$ cat src/rtl/bbfifo_param_if.sv
// Write/read/status bundle between the byte receiver, bbfifo_param and the command decoder.
interface bbfifo_param_if #(
  parameter int DATA_W = 8,
  parameter int DEPTH  = 32
);
  localparam int ADDR_W = $clog2(DEPTH);

  logic              flush;
  logic [DATA_W-1:0] data_in;
  logic              write;
  logic              read;
  logic              clear_err;
  logic [DATA_W-1:0] data_out;
  logic              data_present;
  logic              full;
  logic              half_full;
  logic              almost_full;
  logic              almost_empty;
  logic [ADDR_W:0]   level;
  logic              overflow;
  logic              underflow;

  modport master (
    output flush, data_in, write, read, clear_err,
    input  data_out, data_present, full, half_full, almost_full, almost_empty,
           level, overflow, underflow
  );

  modport slave (
    input  flush, data_in, write, read, clear_err,
    output data_out, data_present, full, half_full, almost_full, almost_empty,
           level, overflow, underflow
  );
endinterface

$ cat src/rtl/bbfifo_param.sv
// Single-clock first-word-fall-through FIFO with fill level, thresholds, flush and sticky errors.
// Latency: write-to-data_out 1 cycle when empty; flags and level update on the accepting edge.
// Backpressure: writes to a full FIFO are dropped (overflow) unless a pop happens the same cycle.
module bbfifo_param #(
  parameter int DATA_W   = 8,
  parameter int DEPTH    = 32,
  parameter int AF_LEVEL = 24,
  parameter int AE_LEVEL = 4,
  parameter int ADDR_W   = $clog2(DEPTH)
) (
  input logic           clk,
  input logic           reset,
  bbfifo_param_if.slave bus
);
  localparam int LVL_W = ADDR_W + 1;
  localparam logic [LVL_W-1:0] LVL_FULL = LVL_W'(DEPTH);
  localparam logic [LVL_W-1:0] LVL_HALF = LVL_W'(DEPTH / 2);
  localparam logic [LVL_W-1:0] LVL_AF   = LVL_W'(AF_LEVEL);
  localparam logic [LVL_W-1:0] LVL_AE   = LVL_W'(AE_LEVEL);

  logic [DATA_W-1:0] mem [DEPTH];
  logic [ADDR_W-1:0] wr_ptr;
  logic [ADDR_W-1:0] rd_ptr;
  logic [LVL_W-1:0]  level_q;
  logic              overflow_q;
  logic              underflow_q;

  logic is_full;
  logic is_empty;
  logic rd_ok;
  logic wr_ok;
  logic ovf_evt;
  logic unf_evt;

  assign is_full  = (level_q == LVL_FULL);
  assign is_empty = (level_q == '0);

  // A pop frees a slot in the same cycle, so a full FIFO can still accept a write alongside it.
  assign rd_ok   = ~bus.flush & bus.read & ~is_empty;
  assign wr_ok   = ~bus.flush & bus.write & (~is_full | rd_ok);
  assign ovf_evt = ~bus.flush & bus.write & ~wr_ok;
  assign unf_evt = ~bus.flush & bus.read & is_empty;

  always_ff @(posedge clk) begin
    if (wr_ok) begin
      mem[wr_ptr] <= bus.data_in;
    end
  end

  always_ff @(posedge clk or posedge reset) begin
    if (reset) begin
      wr_ptr      <= '0;
      rd_ptr      <= '0;
      level_q     <= '0;
      overflow_q  <= 1'b0;
      underflow_q <= 1'b0;
    end else begin
      if (bus.flush) begin
        wr_ptr  <= '0;
        rd_ptr  <= '0;
        level_q <= '0;
      end else begin
        if (wr_ok) begin
          wr_ptr <= wr_ptr + 1'b1;
        end
        if (rd_ok) begin
          rd_ptr <= rd_ptr + 1'b1;
        end
        if (wr_ok && !rd_ok) begin
          level_q <= level_q + 1'b1;
        end else if (rd_ok && !wr_ok) begin
          level_q <= level_q - 1'b1;
        end
      end
      // A new error in the same cycle as clear_err wins.
      overflow_q  <= (overflow_q & ~bus.clear_err) | ovf_evt;
      underflow_q <= (underflow_q & ~bus.clear_err) | unf_evt;
    end
  end

  assign bus.data_out     = is_empty ? '0 : mem[rd_ptr];
  assign bus.data_present = ~is_empty;
  assign bus.full         = is_full;
  assign bus.half_full    = (level_q >= LVL_HALF);
  assign bus.almost_full  = (level_q >= LVL_AF);
  assign bus.almost_empty = (level_q <= LVL_AE);
  assign bus.level        = level_q;
  assign bus.overflow     = overflow_q;
  assign bus.underflow    = underflow_q;
endmodule

$ cat src/flat_wrapper.sv
// flat-port wrapper written by rule: the top's interface ports become plain ports
module bbfifo_param_flat 
#(
  parameter int DATA_W   = 8,
  parameter int DEPTH    = 32,
  parameter int AF_LEVEL = 24,
  parameter int AE_LEVEL = 4,
  parameter int ADDR_W   = $clog2(DEPTH)
)
  (clk, reset, bus_flush, bus_data_in, bus_write, bus_read, bus_clear_err, bus_data_out, bus_data_present, bus_full, bus_half_full, bus_almost_full, bus_almost_empty, bus_level, bus_overflow, bus_underflow);
  bbfifo_param_if #(.DATA_W(DATA_W), .DEPTH(DEPTH)) bus_i ();
  input logic clk;
  input logic reset;
  input wire logic [$bits(bus_i.flush)-1:0] bus_flush;
  input wire logic [$bits(bus_i.data_in)-1:0] bus_data_in;
  input wire logic [$bits(bus_i.write)-1:0] bus_write;
  input wire logic [$bits(bus_i.read)-1:0] bus_read;
  input wire logic [$bits(bus_i.clear_err)-1:0] bus_clear_err;
  output wire logic [$bits(bus_i.data_out)-1:0] bus_data_out;
  output wire logic [$bits(bus_i.data_present)-1:0] bus_data_present;
  output wire logic [$bits(bus_i.full)-1:0] bus_full;
  output wire logic [$bits(bus_i.half_full)-1:0] bus_half_full;
  output wire logic [$bits(bus_i.almost_full)-1:0] bus_almost_full;
  output wire logic [$bits(bus_i.almost_empty)-1:0] bus_almost_empty;
  output wire logic [$bits(bus_i.level)-1:0] bus_level;
  output wire logic [$bits(bus_i.overflow)-1:0] bus_overflow;
  output wire logic [$bits(bus_i.underflow)-1:0] bus_underflow;
  assign bus_i.flush = bus_flush;
  assign bus_i.data_in = bus_data_in;
  assign bus_i.write = bus_write;
  assign bus_i.read = bus_read;
  assign bus_i.clear_err = bus_clear_err;
  assign bus_data_out = bus_i.data_out;
  assign bus_data_present = bus_i.data_present;
  assign bus_full = bus_i.full;
  assign bus_half_full = bus_i.half_full;
  assign bus_almost_full = bus_i.almost_full;
  assign bus_almost_empty = bus_i.almost_empty;
  assign bus_level = bus_i.level;
  assign bus_overflow = bus_i.overflow;
  assign bus_underflow = bus_i.underflow;
  bbfifo_param #(.DATA_W(DATA_W), .DEPTH(DEPTH), .AF_LEVEL(AF_LEVEL), .AE_LEVEL(AE_LEVEL), .ADDR_W(ADDR_W)) u_core (.clk(clk), .reset(reset), .bus(bus_i));
endmodule
$ cat config.mk
export PLATFORM = sky130hd
export DESIGN_NAME = bbfifo_param_flat
export DESIGN_NICKNAME = d
export VERILOG_FILES = /design/src/rtl/bbfifo_param_if.sv /design/src/rtl/bbfifo_param.sv /design/src/flat_wrapper.sv
export SDC_FILE = /design/constraint.sdc
export NUM_CORES = 1
export LEC_CHECK = 0
export CAP_MARGIN = 20
export CORE_MARGIN = 3
export CORE_UTILIZATION = 60
export CTS_CLUSTER_DIAMETER = 100
export DETAILED_ROUTE_END_ITERATION = 6
export HOLD_SLACK_MARGIN = 0.12
export PLACE_DENSITY_LB_ADDON = 0.08
export RECOVER_POWER = 25
export SYNTH_ARGS = -nofsm -noshare
export SYNTH_HDL_FRONTEND = slang
export SYNTH_SLANG_ARGS = --single-unit
$ cat constraint.sdc
create_clock -name clk -period 4.1 [get_ports clk]
set_clock_uncertainty 0.1 [all_clocks]
set_input_delay 0.41 -clock clk [delete_from_list [all_inputs] [get_ports clk]]
set_output_delay 0.41 -clock clk [all_outputs]
set_load 0.005 [all_outputs]
==> reports/results.txt <==
clk buf depth = 3
WP data required = 3.59 ns
Lkg Pwr = 4.09 nW
Area Overhead vs Synth = 14.5%
Reg area = 8140 sq um
DRT iter0 DRCs = 484
Final Util = 0.716
Clk network pwr share = 0.347
hold buffers post-CTS = 0
Post-CTS Setup Repair Bufs = 0
setup ws final = 0.222 ns
Sink Count = 274
Post-synth ARST share = 0.0657
CTS root buffer = clkbuf_16
Layout Nets = 645
first-pass GRT wire length = 35.1 mm
status = completed
Die Ht = 142 um
via count = 5,671
Worst R2R Path Depth = 9
CP Capture Type = output port
Post-CTS Resized = 0
register area share after synthesis = 0.737
Die Footprint = 20,100 sq um
combinational power share = 0.198
unrepaired setup endpoints after global routing = false
post-route DRC violation count = 0
ratio of cells with drive above 1 in the final layout = 0.217
gp weighted congestion = 0.866
Ys Warns = 0
Max Freq = 258 MHz
H-Tree Depth = 1
total wire length = 23.2 mm
post-synth top area share = 0.697
switching portion of total power = 0.249
grt ovf = 0
setup violators final = 0
reported max-cap violation count = 0
Tcrit/Tclk final = 0.946
max-slew violation count = 0
core footprint = 17,700 sq um
vias in the first global route = 5,729
IR drop worst, VDD = 0.000487 V
predominant post-synthesis flop cell = edfxtp_1
Hold Path Class = input port to async pin
Vias per Instance = 6.55
slew margin rel. = 0.113
DP Wirelength = 14.3 mm
Initial Utilization = 0.625
Cell Rows = 48
crit path DAT = 3.37 ns
latest clock arrival within the worst-skew pair = 0.53 ns
largest net degree at the start of global routing = 33
clock transition at the registers of the reported paths = 0.06 ns
WS Path Type = register to output port
IO Port Bufs = 34
TNS Setup = 0 ns
synthesized flop and latch total = 274
sw power = 1.77 mW
Netlist Area Pre-Place = 11,000 sq um
mean area per synthesized cell = 19.4 sq um
post-route antenna net violation count = 0
fillers = 1,090
Yosys cell types = 47
multi-input logic area = 2730 sq um
initial antenna violation count = 0
CTS tree = built
GRT Util Overall = 0.234
ANT cells = 0
flop-to-flop setup slack = 0.72 ns
post-place setup slack = 0.673 ns
Setup crit start kind = register
Final Critical Period = 3.88 ns
leading area contributor after synthesis = edfxtp_1
Post-synth top cells = edfxtp_1, mux4_2, nor2_1
pwr dens = 562 nW/um^2
register share of total power = 0.455
Die Wd = 142 um
cell with the most instances after synthesis = edfxtp_1
Cells after Synth = 569
Worst-Margin Slew = 1.33 ns
Final Hold Fails = 0
net count after synthesis = 593
reg-to-reg startpoint = u_core.bus.level[0]
DR pass1 iterations = 5
I/O pins = 35
EDFF count, synth = 256
synth top area cells = edfxtp_1, mux4_2, dfrtp_1, nor2_1, a31oi_1
R2R Path End = u_core.bus.level[5]
Worst Path Max Fanout = 32
CTS buffer count = 27
WL per Instance = 26.7 um
Internal = 5.33 mW
-- worst max-delay path, stage by stage, from the launching register on --
cell	delay, ns
dfrtp_4	0.84
buf_4	0.38
mux4_2	0.54
a22oi_1	0.32
a31oi_1	0.20
clkdlybuf4s50_1	0.50
-- registers in the layout, indices dropped and copies added (netlist names) --
signal / cells
u_core.mem: 256
u_core.bus.level: 6
u_core.rd_ptr: 5
u_core.wr_ptr: 5
u_core.bus.overflow: 1
u_core.bus.underflow: 1
-- worst max path at each step --
| stage | startpoint | endpoint | slack [ns] | cells past startpoint |
|---|---|---|---|---|
| after floorplan | u_core.bus.level[0] | u_core.bus.level[5] | 1.07 | 9 |
| after global placement | u_core.rd_ptr[0] | bus_data_out[6] | 0.84 | 5 |
| after detailed placement | bus_read | u_core.bus.level[5] | 0.67 | 11 |
| after CTS | u_core.rd_ptr[0] | bus_data_out[6] | 0.18 | 5 |
| after global routing | u_core.rd_ptr[0] | bus_data_out[6] | 0.09 | 5 |
| final | u_core.rd_ptr[0] | bus_data_out[6] | 0.22 | 5 |
-- metrics by stage --
step / hold WS, ns / instance area [sq um] / total power, mW / cells
3_5_place_dp: 0.440 / 11700 / 4.69 / 811
3_3_place_gp: 0.428 / 11600 / 4.65 / 809
5_1_grt: 0.402 / 12600 / 7.37 / 866
6_report: 0.329 / 12600 / 7.10 / 866
2_1_floorplan: 0.249 / 11000 / 4.15 / 569
4_1_cts: 0.208 / 12600 / 7.13 / 860
-- logic make-up (layout without fill, tap and decap cells) --
logic type / after synthesis / in the layout / share of synthesized area
adders and majority gates: 10 / 10 / 0.0120
AOI/OAI and AO/OA: 60 / 60 / 0.0397
and+or+nand+nor: 97 / 97 / 0.0415
DFF: 274 / 274 / 0.737
buffers and inverters: 40 / 112 / 0.0151
muxes: 79 / 79 / 0.147
xor gates and xnor gates: 9 / 9 / 0.00782
-- power by group through the flow --
stage / registers, mW / logic [mW] / clock network [mW]
after floorplan: 3.21 / 0.934 / 0
after global placement: 3.29 / 1.35 / 0
after detailed placement: 3.30 / 1.40 / 0
after CTS: 3.24 / 1.40 / 2.49
after global routing: 3.25 / 1.49 / 2.62
final: 3.23 / 1.40 / 2.46
-- layout by cell type, fill, tap and decap left out, types with 8 or more instances in the layout --
master / instances
clkdlybuf4s50_1: 25
mux4_2: 64
o22ai_1: 8
buf_4: 9
nand2_1: 19
dlygate4sd3_1: 9
mux2i_1: 9
a22oi_1: 8
nor2_1: 49
inv_1: 11
a31oi_1: 18
ha_1: 9
clkbuf_16: 27
edfxtp_1: 256
dfrtp_1: 16
-- layer usage --
| layer | vias up | share of wire | global-route usage |
|---|---|---|---|
| met1 | 2992 | 0.41 | 0.345 |
| met5 | - | 0 | 0 |
| met3 | 39 | 0.063 | 0.0411 |
| met4 | 0 | 0.025 | 0.0692 |
| li1 | 2419 | - | - |
| met2 | 221 | 0.50 | 0.371 |
-- final cells by class --
type | count | share of cell area
clock buffers | 30 | 0.0544
repair buffers | 52 | 0.0437
flip-flops and latches | 274 | 0.644
clock inverters | 19 | 0.0158
well taps | 225 | 0.0223
inverters | 11 | 0.00327
multi-input cells | 255 | 0.216
Note: power is estimated with default switching activity, not from simulation.
